===== config.mk =====
export PLATFORM = sky130hd
export DESIGN_NAME = sync_fifo_param
export DESIGN_NICKNAME = d
export VERILOG_FILES = /design/src/rtl/sync_fifo_param.sv
export SDC_FILE = /design/constraint.sdc
export NUM_CORES = 1
export LEC_CHECK = 0
export BUFFER_PORTS_ARGS = -buffer_cell sky130_fd_sc_hd__buf_2
export CORE_UTILIZATION = 45
export DETAILED_ROUTE_END_ITERATION = 12
export GPL_TIMING_DRIVEN = 0
export SETUP_SLACK_MARGIN = 0.15
export SYNTH_ARGS = -nofsm -noshare
export SYNTH_HDL_FRONTEND = slang
export SYNTH_SLANG_ARGS = --single-unit

===== constraint.sdc =====
create_clock -name clk -period 4.9 [get_ports clk]
set_input_delay 0.735 -clock clk [delete_from_list [all_inputs] [get_ports clk]]
set_output_delay 0.735 -clock clk [all_outputs]
set_load 0.02 [all_outputs]

===== src/rtl/sync_fifo_param.sv =====
// sync_fifo_param: single-clock FIFO with occupancy count, threshold flags and sticky error flags.
// Define SYNC_FIFO_FWFT_EN for a first-word-fall-through read port; otherwise read data is registered.
module sync_fifo_param #(
  parameter int DATA_WIDTH = 8,
  parameter int FIFO_DEPTH = 16,
  parameter int AF_LEVEL   = FIFO_DEPTH - 2,
  parameter int AE_LEVEL   = 2,
  parameter int ADDR_WIDTH = $clog2(FIFO_DEPTH),
  parameter int CNT_WIDTH  = $clog2(FIFO_DEPTH + 1)
) (
  input  logic                  clk,
  input  logic                  reset,
  input  logic                  wr_en,
  input  logic [DATA_WIDTH-1:0] wr_data,
  input  logic                  rd_en,
  input  logic                  clr_err,
  output logic [DATA_WIDTH-1:0] rd_data,
  output logic                  rd_valid,
  output logic                  full,
  output logic                  empty,
  output logic                  almost_full,
  output logic                  almost_empty,
  output logic [CNT_WIDTH-1:0]  count,
  output logic                  overflow,
  output logic                  underflow
);

  logic [DATA_WIDTH-1:0] mem_q [FIFO_DEPTH];
  logic [ADDR_WIDTH-1:0] wr_ptr_q, wr_ptr_d;
  logic [ADDR_WIDTH-1:0] rd_ptr_q, rd_ptr_d;
  logic [CNT_WIDTH-1:0]  count_q, count_d;
  logic                  overflow_q, overflow_d;
  logic                  underflow_q, underflow_d;
  logic                  wr_acc_s, rd_acc_s;

  assign full         = (count_q == CNT_WIDTH'(FIFO_DEPTH));
  assign empty        = (count_q == CNT_WIDTH'(0));
  assign almost_full  = (count_q >= CNT_WIDTH'(AF_LEVEL));
  assign almost_empty = (count_q <= CNT_WIDTH'(AE_LEVEL));
  assign count        = count_q;
  assign overflow     = overflow_q;
  assign underflow    = underflow_q;

  // A full FIFO refuses writes even when a read frees a slot in the same cycle (and vice versa).
  assign wr_acc_s = wr_en & ~full;
  assign rd_acc_s = rd_en & ~empty;

  // Next-state for pointers, occupancy and sticky error flags.
  always_comb begin
    wr_ptr_d    = wr_ptr_q;
    rd_ptr_d    = rd_ptr_q;
    count_d     = count_q;
    overflow_d  = overflow_q;
    underflow_d = underflow_q;

    if (wr_acc_s) begin
      if (wr_ptr_q == ADDR_WIDTH'(FIFO_DEPTH - 1)) begin
        wr_ptr_d = '0;
      end else begin
        wr_ptr_d = wr_ptr_q + ADDR_WIDTH'(1);
      end
    end else begin
      wr_ptr_d = wr_ptr_q;
    end

    if (rd_acc_s) begin
      if (rd_ptr_q == ADDR_WIDTH'(FIFO_DEPTH - 1)) begin
        rd_ptr_d = '0;
      end else begin
        rd_ptr_d = rd_ptr_q + ADDR_WIDTH'(1);
      end
    end else begin
      rd_ptr_d = rd_ptr_q;
    end

    case ({wr_acc_s, rd_acc_s})
      2'b10:   count_d = count_q + CNT_WIDTH'(1);
      2'b01:   count_d = count_q - CNT_WIDTH'(1);
      default: count_d = count_q;
    endcase

    // A new error event outranks a simultaneous clear.
    if (wr_en && full) begin
      overflow_d = 1'b1;
    end else if (clr_err) begin
      overflow_d = 1'b0;
    end else begin
      overflow_d = overflow_q;
    end

    if (rd_en && empty) begin
      underflow_d = 1'b1;
    end else if (clr_err) begin
      underflow_d = 1'b0;
    end else begin
      underflow_d = underflow_q;
    end
  end

  // Control state registers.
  always_ff @(posedge clk or posedge reset) begin
    if (reset) begin
      wr_ptr_q    <= '0;
      rd_ptr_q    <= '0;
      count_q     <= '0;
      overflow_q  <= 1'b0;
      underflow_q <= 1'b0;
    end else begin
      wr_ptr_q    <= wr_ptr_d;
      rd_ptr_q    <= rd_ptr_d;
      count_q     <= count_d;
      overflow_q  <= overflow_d;
      underflow_q <= underflow_d;
    end
  end

  // Storage array; contents survive reset by design.
  always_ff @(posedge clk) begin
    if (wr_acc_s) begin
      mem_q[wr_ptr_q] <= wr_data;
    end
  end

`ifdef SYNC_FIFO_FWFT_EN
  assign rd_data  = mem_q[rd_ptr_q];
  assign rd_valid = ~empty;
`else
  logic [DATA_WIDTH-1:0] rd_data_q;
  logic                  rd_valid_q;

  // Registered read port: one-cycle latency, data held between reads.
  always_ff @(posedge clk or posedge reset) begin
    if (reset) begin
      rd_data_q  <= '0;
      rd_valid_q <= 1'b0;
    end else begin
      rd_valid_q <= rd_acc_s;
      if (rd_acc_s) begin
        rd_data_q <= mem_q[rd_ptr_q];
      end
    end
  end

  assign rd_data  = rd_data_q;
  assign rd_valid = rd_valid_q;
`endif

endmodule


Word-level counts from Yosys, hierarchy flattened
Memory sizes are Yosys's and may differ from the RTL's. A register that Yosys moved wholly into a read port is not among the register bits.
Index checks and enable logic that the tools add are counted.
Widths: inputs -> output; s select.
- register bits after elaboration: 16
- bits in writable memories: 128
- input port bits: 13
- output and inout port bits: 20
- memories kept: 1
- add/sub/neg operators: 4
- $lt $le $gt $ge: 2
- equal/unequal tests: 5
- multiplexer cells: 8
- bitwise gates (word level): 4
- reduce and logical (&&, ||, !) cells: 6
- memory list (name ; depth ; width ; rd ports ; clocked after Yosys merged registers in ; wr ports ; RTL line ; RTL):
    mem_q ; 16 ; 8 ; 1 ; 1 ; 1 ; 28 ; logic [DATA_WIDTH-1:0] mem_q [FIFO_DEPTH];
- operators by type and width (kind ; number):
    $pmux 5 s2 ; 1
    $add 4x1->4 const B ; 2
    $eq 4x4->1 const B ; 2
    $mux 4 ; 2
    $reduce_bool 2->1 ; 3
    $add 5x1->5 const B ; 1
    $eq 5x5->1 const B ; 1
    $ge 5x4->1 const B ; 1
    $le 5x2->1 const B ; 1
    $logic_not 5->1 ; 1
    $mux 1 ; 5
    $sub 5x1->5 const B ; 1
    $and 1x1->1 ; 2
    $eq 2x1->1 const B ; 1
    $eq 2x2->1 const B ; 1
    $logic_and 1x1->1 ; 2
    $not 1->1 ; 2

Depth between registers and ports, before layout
- depth after elaboration: 5
- gate-level depth with buffers: 12
- mapped depth without buffers: 10

Worst setup path after synthesis
OpenSTA, ideal clock, no wires.
- path type: register to register
- from: reg count_q[1], in the netlist count[1]
- to: reg count_q[4], in the netlist count[4]
- library setup time: 0.138 ns
- data arrival time: 2.695 ns
- data required time: 4.762 ns
- path slack: 2.067 ns
- cell stages (with the launch flop): 13
- period minus slack after synthesis: 2.833 ns
- path through: dfrtp_1 buf_6 or3_4 o31ai_4 inv_4 ha_1 clkbuf_1 xor2_1 ha_1 o211a_1 o31ai_1 a31oi_1 xor2_1
- longest elaborated chain between the ends: 5
- elaborated cells on any way between the ends: 12
- those cells by class: add/sub: 2; eq/ne: 3; mux: 1; bitwise: 4; reduce/logical: 2
- RTL lines (item ; RTL line ; RTL):
    start, declared ; 31 ; logic [CNT_WIDTH-1:0] count_q, count_d;
    start signal, assigned ; 111 ; count_q <= count_d;
    $logic_not 5->1 * ; 37 ; assign empty = (count_q == CNT_WIDTH'(0));
    $not 1->1 * ; 46 ; assign rd_acc_s = rd_en & ~empty;
    $and 1x1->1 * ; 46 ;
    via rd_acc_s ; 34 ; logic wr_acc_s, rd_acc_s;
    $eq 2x1->1 or $eq 2x2->1 (tied branches) ; 76 ; case ({wr_acc_s, rd_acc_s})
    $pmux 5 s2 or $reduce_bool 2->1 (tied branches) ; - ;
The timed path passes the listed nets; every way through them passes the cells marked *.
A chain may end at the register's enable or synchronous reset.

Worst setup path after layout
- from: reg count_q[1], in the netlist count[1]
- to: reg count_q[4], in the netlist count[4]
- longest elaborated chain between the ends: 5
- elaborated cells on any way between the ends: 12
- those cells by class: add/sub: 2; eq/ne: 3; mux: 1; bitwise: 4; reduce/logical: 2
- RTL lines (item ; RTL line):
    $eq 5x5->1 or $logic_not 5->1 (tied branches) ; 36, 37
    $not 1->1 (on tied branches) ; 45, 46
    $and 1x1->1 (on tied branches) ; 45, 46
    $eq 2x1->1 or $eq 2x2->1 (tied branches) ; 76
    $pmux 5 s2 or $reduce_bool 2->1 (tied branches) ; -
Parallel ways exist; a longest one is shown, timed or not.

==> results.toml <==
[run]
max_cap_viol_count = 0

[grt]
track_usage = 0.184
antenna_found_initial = 0
overflow = 0
grt_pass1_wl_um = 18500
grt_max_degree = 25
grt_pass1_vias = 3174

[synth]
yosysTopAreaCellShare = 0.605
syn_nets = 353
yosysWarnings = 0
synthTopCellsByArea = "edfxtp_1, mux4_1, dfrtp_1, mux2i_1, mux4_2"
synth-edff-count = 128
ys_types = 46
yosysSeqAreaShare = 0.700
synth.cell_area_um2 = 6350
synth_top_area_cell = "edfxtp_1"
synth-async-reset-ratio = 0.158
yosys_most_used_dff = "edfxtp_1"
synth_seq_cells = 152
avgSynthCellArea_um2 = 19.2
synth_cells = 331

[place]
hpwl_um = 7800
io_buffers = 32
post_dp_cell_area_um2 = 6750
gp_congestion = 0.748

[setup_path]
path_class = "reg2reg"
reg2reg_depth = 12
startpoint_type = "flop"
cp_max_fo = 10
cp-end-kind = "flop"
worst_ep_arrival_time_ns = 3.34
cp.required_ns = 5.19

[pwr]
ir_worst_vdd_uv = 352
clock_power_share = 0.307
p_switching_w = 0.00131
power.internal_w = 0.00294
total_leakage_power_nw = 2.64
seqPwrFrac = 0.396
switching_share = 0.308
powerDensity_nw_per_um2 = 577
total_power_w = 0.00424
p_comb_frac = 0.297

[timing]
report.final.slew_viol_count = 0
skew_ns = 0.00758
fin_crit_ns = 3.04
slew_headroom = 0.297
final_hold_viol_count = 0
fin_hold_ws_ns = 0.501
grt_setup_unrepaired = "false"
setup-tns-final_ns = 0
tightest_slew_ns = 1.05
timing.fmax_ghz = 0.329
setup_viol = 0
fin_crit_sh = 0.621

[clock_network]
clock_sinks = 152
clkTransAtPathRegs_ns = 0.06
cts_tree = "yes"
cts_made_buffers = 17
cts_max_level = 4
cts_resized = 0
holdBufCountCts = 0
root_buffer = "clkbuf_16"
cts_buffer_depth = 2
clock_latency_ns = 0.42
post_cts_buffers = 0

[final_layout]
areaGrowthSynthToFinish_pct = 15.9
fin_area_um2 = 7360
diodes = 0
layout-drive-gt1-share = 0.256
final_nets = 404

[die]
initial_core_util = 0.459
die_h_um = 121
die-width_um = 121
die_area_um2 = 14600
rows = 43
coreArea_um2 = 13800
ios = 33

[drt]
drtAntennaViolNets = 0
wl_um = 12200
drtIter0Drc = 188
vias_per_cell = 5.46
post_drt_wl_per_cell_um = 21.2
first_pass_iters = 5
drc = 0
route.vias.total = 3137

[worst_hold_path]
hold_path_depth = 2
hold_path_class = "reg2reg"

[status]
status = "finished, final reports clean"
-- critical path, stage by stage, from the launching register on --
cell and delay [ns]:
dfrtp_1 0.38, buf_6 0.14, or3_4 0.40, o21a_1 0.30, inv_1 0.16, ha_1 0.20, clkbuf_1 0.30, xor2_1 0.13
ha_1 0.23, o211a_1 0.22, o31ai_1 0.21, a31oi_1 0.08, xor2_1 0.16
-- cell families after synthesis --
group | Yosys count | share of synthesized area
and+or+nand+nor | 53 | 0.0390
muxes | 49 | 0.156
AOI/OAI and AO/OA | 35 | 0.0504
adders and majority gates | 9 | 0.0177
buffers and inverters | 26 | 0.0274
xor gates and xnor gates | 7 | 0.00966
DFF | 152 | 0.700
-- flip-flops by register name, indices dropped and copies added, names as in the netlist --
signal and flops:
rd_data 8, rd_valid 1, wr_ptr_q 4, rd_ptr_q 4, count 5, mem_q 128, overflow 1, underflow 1
-- area by class of cell --
class	instances	area (um^2)
fill	1088	6470
sequential	152	4440
multi-input combinational	153	1750
clock buffer	22	484
tap	180	225
timing repair buffer	32	160
buffer	18	141
clock inverter	10	118
inverter	8	32.5
-- power groups by stage --
stage | Sequential, W | Combinational (W) | Clock, W
2_1_floorplan | 0.00175 | 0.000864 | 0
3_3_place_gp | 0.00170 | 0.00125 | 0
3_5_place_dp | 0.00171 | 0.00127 | 0
4_1_cts | 0.00168 | 0.00128 | 0.00132
5_1_grt | 0.00170 | 0.00137 | 0.00137
6_report | 0.00168 | 0.00126 | 0.00130
-- layout by cell type, fill, tap and decap left out, drive strengths merged, types with 8 or more instances in the layout --
cell type and instances:
dfrtp 24, edfxtp 128, o221ai 8, mux2i 16, ha 9, nand2 21
clkbuf 28, buf 44, mux4 32, inv 9, nor2 15
-- synth_stat cells (all sizes together), types with 2 or more instances --
library cell / count
xnor2: 3
a311oi: 2
a21oi: 4
nor3: 5
inv: 8
xor2: 4
a22o: 2
buf: 12
mux2i: 16
nand3: 2
o221ai: 8
nor2: 15
a21o: 3
dfrtp: 24
nand2: 21
edfxtp: 128
mux4: 32
clkbuf: 6
o21ai: 7
ha: 9
o31ai: 3
nand2b: 5
-- per-layer routing --
layer,wire length (um),up-vias,GRT usage
li1,-,1443,-
met1,5330,1591,0.240
met2,6040,84,0.294
met3,567,19,0.0410
met4,257,0,0.0903
met5,0,-,0
-- final timing paths --
| check | slack, ns | from | end |
|---|---|---|---|
| max in group asynchronous | 3.74 | reset | wr_ptr_q[3]$_DFFE_PP0P_ |
| worst min-delay path | 0.50 | rd_data[3]$_DFFE_PP0P_ | rd_data[3]$_DFFE_PP0P_ |
| worst min register to register | 0.50 | rd_data[3]$_DFFE_PP0P_ | rd_data[3]$_DFFE_PP0P_ |
| worst max register to register | 1.86 | count[1]$_DFFE_PP0P_ | count[4]$_DFFE_PP0P_ |
| worst max-delay path | 1.86 | count[1]$_DFFE_PP0P_ | count[4]$_DFFE_PP0P_ |
| min in group asynchronous | 0.55 | reset | rd_ptr_q[0]$_DFFE_PP0P_ |
-- stage by stage --
stage                util  instances  worst slack (ns)
global route        0.532        575              1.73
global placement    0.487        543              1.96
CTS                 0.532        575              1.86
finish              0.532        575              1.86
detailed placement  0.488        543              1.89
floorplan               -        331              2.07
No activity file was read; power rests on OpenSTA's default activity.
